[src/rtl/sram_req_seq.sv]
// Slot sequencer and two-client (video read / CPU read-write) requester for the external SRAM.
// Optional round-robin arbitration when SRAM_REQ_FAIR_EN is defined; fixed priority (port 0 first) otherwise.
module sram_req_seq #(
    parameter int SLOT_LEN = 8,
    parameter int RD_LAT   = 7
) (
    input  logic        clk,
    input  logic        rst_n,
    input  logic        p0_req,
    input  logic [20:0] p0_addr,
    output logic        p0_ack,
    output logic [15:0] p0_rdata,
    output logic        p0_rvalid,
    input  logic        p1_req,
    input  logic        p1_rnw,
    input  logic [20:0] p1_addr,
    input  logic [15:0] p1_wrdata,
    input  logic [1:0]  p1_bsel,
    output logic        p1_ack,
    output logic [15:0] p1_rdata,
    output logic        p1_rvalid,
    output logic        cyc,
    output logic        c0,
    output logic        c1,
    output logic        c2,
    output logic        c3,
    output logic        req,
    output logic        rnw,
    output logic [20:0] addr,
    output logic [15:0] wrdata,
    output logic [1:0]  bsel,
    input  logic [15:0] sram_do
);

    localparam int CW = $clog2(SLOT_LEN);
    localparam logic [CW-1:0] CNT_LAST = CW'(SLOT_LEN - 1);
    localparam logic [CW-1:0] CNT_RD   = CW'(RD_LAT);
    localparam logic [CW-1:0] CNT_PH1  = CW'(SLOT_LEN / 4);
    localparam logic [CW-1:0] CNT_PH2  = CW'(SLOT_LEN / 2);
    localparam logic [CW-1:0] CNT_PH3  = CW'(3 * SLOT_LEN / 4);

    logic [CW-1:0] cnt;
    logic          owner;      // port that owns the current slot: 0 = video, 1 = CPU
    logic          grant0;
    logic          grant1;
    logic          arb_point;
    logic          capture;

`ifdef SRAM_REQ_FAIR_EN
    logic          last_owner; // port granted most recently; resets to CPU so video wins first contention
`endif

    assign arb_point = (cnt == CNT_LAST);
    assign capture   = (cnt == CNT_RD) && req && rnw;

    // Phase strobes decode the counter directly; held low during reset.
    assign cyc = rst_n && (cnt == '0);
    assign c0  = cyc;
    assign c1  = rst_n && (cnt == CNT_PH1);
    assign c2  = rst_n && (cnt == CNT_PH2);
    assign c3  = rst_n && (cnt == CNT_PH3);

    always_comb begin
        grant0 = 1'b0;
        grant1 = 1'b0;
`ifdef SRAM_REQ_FAIR_EN
        if (p0_req && p1_req) begin
            grant0 = last_owner;
            grant1 = ~last_owner;
        end else begin
            grant0 = p0_req;
            grant1 = p1_req;
        end
`else
        grant0 = p0_req;
        grant1 = p1_req && !p0_req;
`endif
    end

    always_ff @(posedge clk) begin
        if (!rst_n) begin
            cnt <= '0;
        end else if (arb_point) begin
            cnt <= '0;
        end else begin
            cnt <= cnt + 1'b1;
        end
    end

    // Command registers load only at the slot boundary, so they are stable for the whole slot.
    always_ff @(posedge clk) begin
        if (!rst_n) begin
            req    <= 1'b0;
            rnw    <= 1'b0;
            addr   <= '0;
            wrdata <= '0;
            bsel   <= '0;
            owner  <= 1'b0;
            p0_ack <= 1'b0;
            p1_ack <= 1'b0;
        end else begin
            p0_ack <= 1'b0;
            p1_ack <= 1'b0;
            if (arb_point) begin
                req <= grant0 || grant1;
                if (grant0) begin
                    rnw    <= 1'b1;
                    addr   <= p0_addr;
                    bsel   <= 2'b11;
                    owner  <= 1'b0;
                    p0_ack <= 1'b1;
                end else if (grant1) begin
                    rnw    <= p1_rnw;
                    addr   <= p1_addr;
                    wrdata <= p1_wrdata;
                    bsel   <= p1_bsel;
                    owner  <= 1'b1;
                    p1_ack <= 1'b1;
                end
            end
        end
    end

`ifdef SRAM_REQ_FAIR_EN
    always_ff @(posedge clk) begin
        if (!rst_n) begin
            last_owner <= 1'b1;
        end else if (arb_point && (grant0 || grant1)) begin
            last_owner <= grant1;
        end
    end
`endif

    // Read return: capture uses the current slot's command before any reload at the same edge.
    always_ff @(posedge clk) begin
        if (!rst_n) begin
            p0_rdata  <= '0;
            p1_rdata  <= '0;
            p0_rvalid <= 1'b0;
            p1_rvalid <= 1'b0;
        end else begin
            p0_rvalid <= 1'b0;
            p1_rvalid <= 1'b0;
            if (capture) begin
                if (owner) begin
                    p1_rdata  <= sram_do;
                    p1_rvalid <= 1'b1;
                end else begin
                    p0_rdata  <= sram_do;
                    p0_rvalid <= 1'b1;
                end
            end
        end
    end

endmodule

[config.mk]
export PLATFORM = sky130hd
export DESIGN_NAME = sram_req_seq
export DESIGN_NICKNAME = d
export VERILOG_FILES = /design/src/rtl/sram_req_seq.sv
export SDC_FILE = /design/constraint.sdc
export NUM_CORES = 1
export LEC_CHECK = 0
export ABC_AREA = 1
export BUFFER_PORTS_ARGS = -buffer_cell sky130_fd_sc_hd__buf_2
export CORE_AREA = 2 2 86 88
export DETAILED_ROUTE_END_ITERATION = 8
export DIE_AREA = 0 0 88 90
export PLACE_DENSITY = 0.86
export SLEW_MARGIN = 20
export SYNTH_ARGS = -nofsm -noshare
export SYNTH_HDL_FRONTEND = slang
export SYNTH_SLANG_ARGS = --single-unit
[constraint.sdc]
create_clock -name clk -period 2.3 [get_ports clk]
set_clock_uncertainty 0.05 [all_clocks]
set_input_delay 0.46 -clock clk [delete_from_list [all_inputs] [get_ports clk]]
set_output_delay 0.46 -clock clk [all_outputs]
set_load 0.02 [all_outputs]
# Word-level counts from Yosys, hierarchy flattened
# Cells that the tools add are included.
dict set report word_totals {
  register_bits 81
  out_inout_bits 82
  elab_cells 53
  inputBits 81
}
dict set report op_classes {
  n_bitwise 4
  n_eq_ne 4
  mux 12
  addsub 1
  reduce_logical 19
}
# cell count
set ops {}
lappend ops {{21-bit 2-to-1 mux} 2}
lappend ops {{2-bit AND reduction} 5}
lappend ops {{3-bit equality test, second input constant} 3}
lappend ops {{1-bit 2-to-1 mux} 8}
lappend ops {{1-bit logical AND} 7}
lappend ops {{2-bit 2-to-1 mux} 2}
lappend ops {{1-bit NOT} 4}
lappend ops {{3-bit by 1-bit adder with 3-bit output, second input constant} 1}
lappend ops {{3-bit by 2-bit equality test with 1-bit output, second input constant} 1}
lappend ops {{3-bit zero test} 1}
lappend ops {{3-bit AND reduction} 1}
lappend ops {{3-bit OR reduction} 1}
lappend ops {{2-bit nonzero test} 1}
lappend ops {{2-bit OR reduction} 1}
lappend ops {{1-bit zero test} 1}
lappend ops {{1-bit logical OR} 1}

# Longest topological paths before layout
# Gate-level depths: netlist of the first run.
dict set report depth {
  word_depth 4
  ltp_mapped 8
  ltp_nobuf 7
}

# Least setup slack after synthesis of the first run
# Ideal clock, no wire load.
dict set report synth_timing {
  path_type {input -> output}
  startpoint {input port rst_n}
  endpoint {output port cyc}
  path_slack_ns 0.136
  arrival_ns 1.654
  path_stages 4
  n_path_buf 2
  path_cell_list {buf_2 clkinv_1 nor3_1 buf_4}
}
dict set report synth_via {
  elab_chain_cells 1
}
# element line
set synth_rtl {}
lappend synth_rtl {{start: declaration} 8} ;# input logic rst_n,
lappend synth_rtl {{1-bit logical AND} 57} ;# assign cyc = rst_n && (cnt == '0);
lappend synth_rtl {{end: declaration} 22} ;# output logic cyc,
# No other way between the ends.

# Worst setup path in the final report of the first run
dict set report layout_timing {
  startpoint {register cnt[1]}
  endpoint {register wrdata[9]}
}
dict set report layout_via {
  elab_chain_cells 2
}
# element line
set layout_rtl {}
lappend layout_rtl {{start: declaration} 42} ;# logic [CW-1:0] cnt;
lappend layout_rtl {{start signal: assignment} 86} ;# cnt <= cnt + 1'b1;
lappend layout_rtl {{3-bit equality test} 53} ;# assign arb_point = (cnt == CNT_LAST);
lappend layout_rtl {{3-bit AND reduction (no source line)} --}
lappend layout_rtl {{end signal: assignment} 115} ;# wrdata <= p1_wrdata;
lappend layout_rtl {{end: declaration} 30} ;# output logic [15:0] wrdata,
# No other way between the ends.
# A chain may end at the register's enable or synchronous reset.

==> results by group, run 1 <==
CTS
  – TritonCTS Buffers: 9
  – H-tree levels: 3
  – # hold bufs at CTS: 0
  – Maximum clock path buffer count: 2
  – Clock sinks: 81
  – Setup Buffers After CTS: 0
  – Clk Latency, worst-skew pair: between 300 and 400 ps
  – Post-CTS Resized: 0
  – Clk slew on worst S/H paths: ~90 ps
  – Root Buffer: clkbuf_8
  – CTS tree: yes

Detailed routing
  – Vias per inst: between 4 and 5
  – DR WL/cell: 11.7 µm
  – DR vias: 3484
  – DRC: 0
  – Starting DRT DRC Count: 91
  – Drt total wl: 8540 µm
  – Number of routed nets with antenna violations: 0
  – Pre-antenna DRT Iters: 4

Pwr
  – Total Power: 2.66 mW
  – Pwr/cell area: 611 mW/mm²
  – VDD IR max: 309 µV
  – Static leakage power: ~2.3 nW

Finish
  – Design Area, Final: between 0.004 and 0.005 mm²
  – Area Overhead vs Synth: 29.9%
  – Core Util, Final: 62.0%
  – Diode count: 0
  – Final net count: 712
  – Layout cell share with drive strength beyond 1: 29.7%

Worst setup path
  – WP data arrival: 2100 ps
  – CP Launch Type: flip-flop
  – Internal reg-to-reg setup slack: 380 ps
  – Slowest cell on crit path: nand3_1
  – CP Class: flip-flop to flip-flop
  – Crit-path most repeated cell: ha_1
  – WP data required: 2480 ps
  – Setup crit end kind: flip-flop
  – Reg2reg start: cnt[1]
  – Crit path largest cell delay: 510 ps
  – FF-to-FF End: wrdata[9]
  – FF-to-FF path depth: 5
  – CP cell instances: ha_1 -> ha_1 -> nand3_1 -> o21ai_0 -> nor2_1
  – CP Max Fanout: 21

STA
  – Hold Vio Cnt, Final: 0
  – Hold WS: 287 ps
  – Setup TNS: 0 ps
  – Fin. max-slew vios: 0
  – Slew margin rel.: 55.0%
  – Fin crit period: 1920 ps
  – Final setup vio count: 0
  – Worst slew pin tran: 674 ps
  – RSZ-0062 raised after global routing: false
  – Period utilization: around 83%
  – Fmax: 521 MHz

Run status
  – Outcome: finished, final reports clean

Hold path
  – Hold_sp: p1_rnw
  – Worst Hold Class: input port to flip-flop
  – WHS Endpoint: rnw
  – WHS Path Cells: 3

Placement
  – Area of placed instances: 0.00416 mm²
  – HPWL after DPL: slightly above 6000 µm
  – RePlAce Congestion: 0.810
  – Port-buffer cells: 162

GRT
  – Tot GR Track Use: 21.7%
  – First-pass GRT wire length: 13900 µm
  – Grt ovf: 0
  – Initial antenna violation count: 0
  – Largest net degree at the start of global routing: 74
  – Vias in the first global route: 3267

Floorplan
  – Die Width: 88 µm
  – Die Y: 90 µm
  – Starting Density: 47.7%
  – Core Area: roughly 0.007 mm²
  – Die area: 0.00792 mm²
  – Boundary pin count: 163
  – Row count: 31

Yosys
  – #FFs+latches synth: 81
  – Avg Synthesized Cell Area: 6.98 µm²
  – Synth Instances: 480
  – Mapped Nets: 565
  – Seq/Total Area, Yosys: 48.4%
  – Post-Syn Area: 0.00335 mm²
  – Synth Warn #: 0
  – Synth unique cells: 19

Flow run
  – Maxcap violations: 0
[power breakdown]
group	internal [mW]	switching [mW]
Combinational	0.0909	0.122
Clock	0.509	0.524
Sequential	1.41	0.00701
Total	2.01	0.653
[critical path, delay by kind of cell, from the launching register on]
kind | cells | cell delay, ps
AOI/OAI and AO/OA | 1 | 380
and+or+nand+nor | 2 | 590
adders and majority gates | 2 | 400
DFF | 1 | 380
[cell usage after synthesis, drive strengths merged]
master	count	share of area (%)
nor2	136	16
nand2	102	11
dfxtp	81	48
o21ai	40	6.0
nand3	34	5.2
inv	27	3.0
buf	23	4.1
a21oi	18	2.7
clkbuf	8	0.90
nor3	6	0.90
ha	4	1.5
clkinv	1	0.11
[per-stage QoR]
step / worst slack (ps) / std cells
after floorplan: 136 / 480
after global placement: 442 / 715
after detailed placement: 338 / 715
after CTS: 356 / 731
after global routing: 124 / 731
final: 381 / 731
[cell families after synthesis]
kind of cell	Yosys count	synth area share [%]
AOI/OAI and AO/OA	58	8.66
adders and majority gates	4	1.49
buffers and inverters	59	8.17
DFF	81	48.4
and+or+nand+nor	278	33.3
[layout by cell type, fill, tap and decap left out]
cell type / n
inv_2: 1
clkinv_2: 1
clkinvlp_4: 2
nor2_1: 133
clkbuf_8: 9
nand3_2: 1
nand2_1: 102
inv_1: 26
buf_2: 162
inv_6: 2
o21ai_0: 40
clkinv_1: 1
nor2_4: 2
a21oi_1: 18
ha_1: 4
nor2_2: 1
buf_4: 5
bufinv_16: 1
dfxtp_1: 81
nor3_1: 6
nand3_1: 33
clkinv_4: 1
[registers in the layout, summed over array words and instances (netlist names)]
register and count:
bsel 2, wrdata 16, addr 21, p1_rvalid 1
p0_rvalid 1, cnt 3, p0_rdata 16, p0_ack 1
rnw 1, owner 1, req 1, p1_rdata 16
p1_ack 1
[area by class of cell]
cell class                 instances  area [µm²]
multi-input combinational        340        1460
clock buffer                       9         124
sequential                        81        1620
timing repair buffer             167         848
inverter                          28         105
fill                             642        2670
tap                               99         124
clock inverter                     7        76.3
[layer usage]
layer	vias up	share of wire, %	track usage [%]
met5	-	0	0
met4	0	1.8	7.31
met3	15	9.2	6.98
met2	159	47	37.4
met1	1525	42	24.7
li1	1785	-	-
[worst max-delay path by stage]
stage                       endpoint  startpoint  cells after the start
after floorplan                  cyc       rst_n                      4
after global placement    wrdata[14]      p0_req                      5
after detailed placement   wrdata[9]      p0_req                      5
after CTS                  wrdata[9]      cnt[1]                      5
after global routing      wrdata[11]      cnt[0]                      5
final                      wrdata[9]      cnt[1]                      5
No activity file was read; power rests on OpenSTA's default activity.
==> run 2, diff against run 1 <==
--- a/config.mk
+++ b/config.mk
@@ -5,12 +5,12 @@
 export SDC_FILE = /design/constraint.sdc
 export NUM_CORES = 1
 export LEC_CHECK = 0
-export ABC_AREA = 1
+export ABC_AREA = 0
 export BUFFER_PORTS_ARGS = -buffer_cell sky130_fd_sc_hd__buf_2
-export CORE_AREA = 2 2 86 88
+export CORE_AREA = 2 2 91 93
 export DETAILED_ROUTE_END_ITERATION = 8
-export DIE_AREA = 0 0 88 90
-export PLACE_DENSITY = 0.86
+export DIE_AREA = 0 0 93 95
+export PLACE_DENSITY = 0.82
 export SLEW_MARGIN = 20
 export SYNTH_ARGS = -nofsm -noshare
 export SYNTH_HDL_FRONTEND = slang
==> constraint.sdc (replaced) <==
create_clock -name clk -period 2 [get_ports clk]
set_clock_uncertainty 0.05 [all_clocks]
set_input_delay 0.4 -clock clk [delete_from_list [all_inputs] [get_ports clk]]
set_output_delay 0.4 -clock clk [all_outputs]
set_load 0.02 [all_outputs]
==> results by group, run 2 <==
Yosys
  – Synth Warn #: 0
  – Post-Syn Area: 0.00363 mm²
  – Mapped Nets: roughly 440
  – Top cells by area, synth: dfxtp_1 45%, mux2i_1 19%, nand2_1 8.3%, nand4bb_1 5.3%, nand3b_1 4.6%
  – Synth Instances: between 300 and 400
  – Most common cell in the netlist: dfxtp_1
  – Synth area leader: dfxtp_1
  – Synth top cells by count: 81 x dfxtp_1, 80 x nand2_1, 69 x mux2i_1
  – Post-synth EDFFs: 0
  – Post-synth top area share: 44.7%
  – Synth unique cells: 28
  – Synth Flop Type: dfxtp_1
  – #FFs+latches synth: 81
  – Async set-or-reset flop fraction in the synthesized netlist: 0%
  – Seq/Total Area, Yosys: 44.7%
  – Avg Synthesized Cell Area: 10.2 µm²

Floorplan
  – Boundary pin count: roughly 160
  – Die Y: 95 µm
  – Row count: 33
  – Die Width: 93 µm
  – Core Area: around 0.0079 mm²
  – Die area: 0.00884 mm²
  – Starting Density: 45.8%

CTS
  – # hold bufs at CTS: 0
  – Clock sinks: 81
  – Maximum clock path buffer count: 2
  – CTS tree: yes
  – Clk Latency, worst-skew pair: 340 ps
  – Root Buffer: clkbuf_8
  – H-tree levels: 3
  – TritonCTS Buffers: 9
  – Clk slew on worst S/H paths: 80 ps

Pwr
  – Static leakage power: 2.26 nW
  – VDD IR max: 323 µV
  – Pwr/cell area: 684 mW/mm²

Worst setup path
  – WP data arrival: 1360 ps
  – Slowest cell on crit path: dfxtp_1
  – CP Launch Type: flip-flop
  – CP Class: flip-flop to output pin
  – CP cell instances: inv_1 -> ha_1 -> nor3b_1 -> buf_2
  – CP Max Fanout: 3
  – Crit path largest cell delay: 330 ps
  – WP data required: 1550 ps
  – Setup crit end kind: output pin

STA
  – Fin crit period: ~1800 ps
  – RSZ-0062 raised after global routing: false
  – Setup TNS: 0 ps
  – Hold Vio Cnt, Final: 0
  – Fmax: 553 MHz
  – Fin. max-slew vios: 0
  – Worst slew pin tran: 479 ps
  – Period utilization: 90.3%
  – Final setup vio count: 0
  – Slew margin rel.: 68.0%

Detailed routing
  – Drt total wl: 8580 µm
  – Vias per inst: 5.15
  – Pre-antenna DRT Iters: 4
  – Number of routed nets with antenna violations: 0
  – DR WL/cell: 13.9 µm
  – DR vias: roughly 3200
  – Starting DRT DRC Count: 49
  – DRC: 0

Finish
  – Commonest non-fill, non-tap cell in the layout: buf_2
  – Top reg by flops: addr
  – Diode count: 0
  – Core Util, Final: approximately three fifths
  – Largest register FFs: 21
  – Layout cell share with drive strength beyond 1: 37.4%
  – Most frequent cells in the layout: 161 x buf_2, 81 x dfxtp_1, 80 x nand2_1
  – Final net count: 591
  – Area Overhead vs Synth: 28.9%

GRT
  – Largest net degree at the start of global routing: 70
  – Grt ovf: 0
  – First-pass GRT wire length: 13300 µm
  – Vias in the first global route: about 2900
  – Tot GR Track Use: between 10% and 20%
  – Met1 Use GR: 22.7%
  – Most crowded layer after global routing: met2
  – Met2 Resource Use GR: 32.5%
  – Met3 Use GR: 4.39%
  – Initial antenna violation count: 0

Run status
  – Outcome: finished, final reports clean

Flow run
  – Maxcap violations: 0

Placement
  – HPWL after DPL: 6160 µm
  – RePlAce Congestion: a little over 0.7
  – Port-buffer cells: 162

Hold path
  – Worst Hold Class: input port to flip-flop
-- run 2: cell count changes after synthesis, moves of 17 or more --
cell / before / now
mux2i_1: 0 / 69
nand3_1: 33 / 0
inv_1: 26 / 3
nand4bb_1: 0 / 17
o211ai_1: 0 / 22
o21ai_0: 40 / 0
a21oi_1: 18 / 1
nand3b_1: 0 / 22
nand2_1: 102 / 80
nor2_1: 133 / 2
-- run 2: cell families (layout without fill, tap and decap cells) --
kind of cell,after synthesis,in the layout,synth area share (%)
AOI/OAI and AO/OA,29,29,6.24
adders and majority gates,4,4,1.38
buffers and inverters,36,190,6.55
DFF,81,81,44.7
muxes,69,69,19.0
and+or+nand+nor,138,138,22.1
-- run 2: per-layer routing --
layer  part of all wire [%]  routed length [µm]
met5                      0                   0
met4                    1.5                 130
met3                    6.0                 519
met2                     50                4270
met1                     43                3660
-- run 2: through the flow --
step	setup slack, ps	cells	hold WS, ps	instance area, µm²	power [mW]
after floorplan	171	357	377	3630	1.82
after global placement	217	600	389	4460	1.92
after detailed placement	117	600	397	4460	1.93
after CTS	102	616	227	4680	3.24
after global routing	108	616	233	4680	3.32
final	193	616	244	4680	3.20
-- run 2: worst paths after layout --
kind,from,end,slack [ps],cells after the start
max,cnt[0],c1,190,4
min,p1_wrdata[9],wrdata[9],240,3
max reg2reg,cnt[0],p1_rdata[14],300,6
min reg2reg,p0_rdata[5],p0_rdata[5],410,2
-- run 2: worst max-delay path, delay by kind of cell, from the launching register on --
family | cells | cell delay [ps]
buffers and inverters | 2 | 300
flip-flops | 1 | 330
adder cells (fa/ha/maj) | 1 | 150
AND/OR/NAND/NOR | 1 | 230
-- run 2: cell type report --
class | instances | area (µm²)
Timing Repair Buffer | 171 | 918
Inverter | 3 | 11.3
Clock inverter | 5 | 78.8
Multi-Input combinational cell | 240 | 1770
Clock buffer | 11 | 141
Tap cell | 105 | 131
Fill cell | 694 | 3250
Sequential cell | 81 | 1620
-- run 2: timing repair --
item                       4_1_cts  5_1_grt
setup buffers                    0        0
setup endpoints to repair        0        1
resized for setup                0        1
-- run 2: power by group --
part	switching, mW	internal, mW	total (mW)
Clock	0.578	0.736	1.31
Sequential	0.00688	1.62	1.63
Combinational	0.133	0.125	0.259
Total	0.718	2.48	3.20
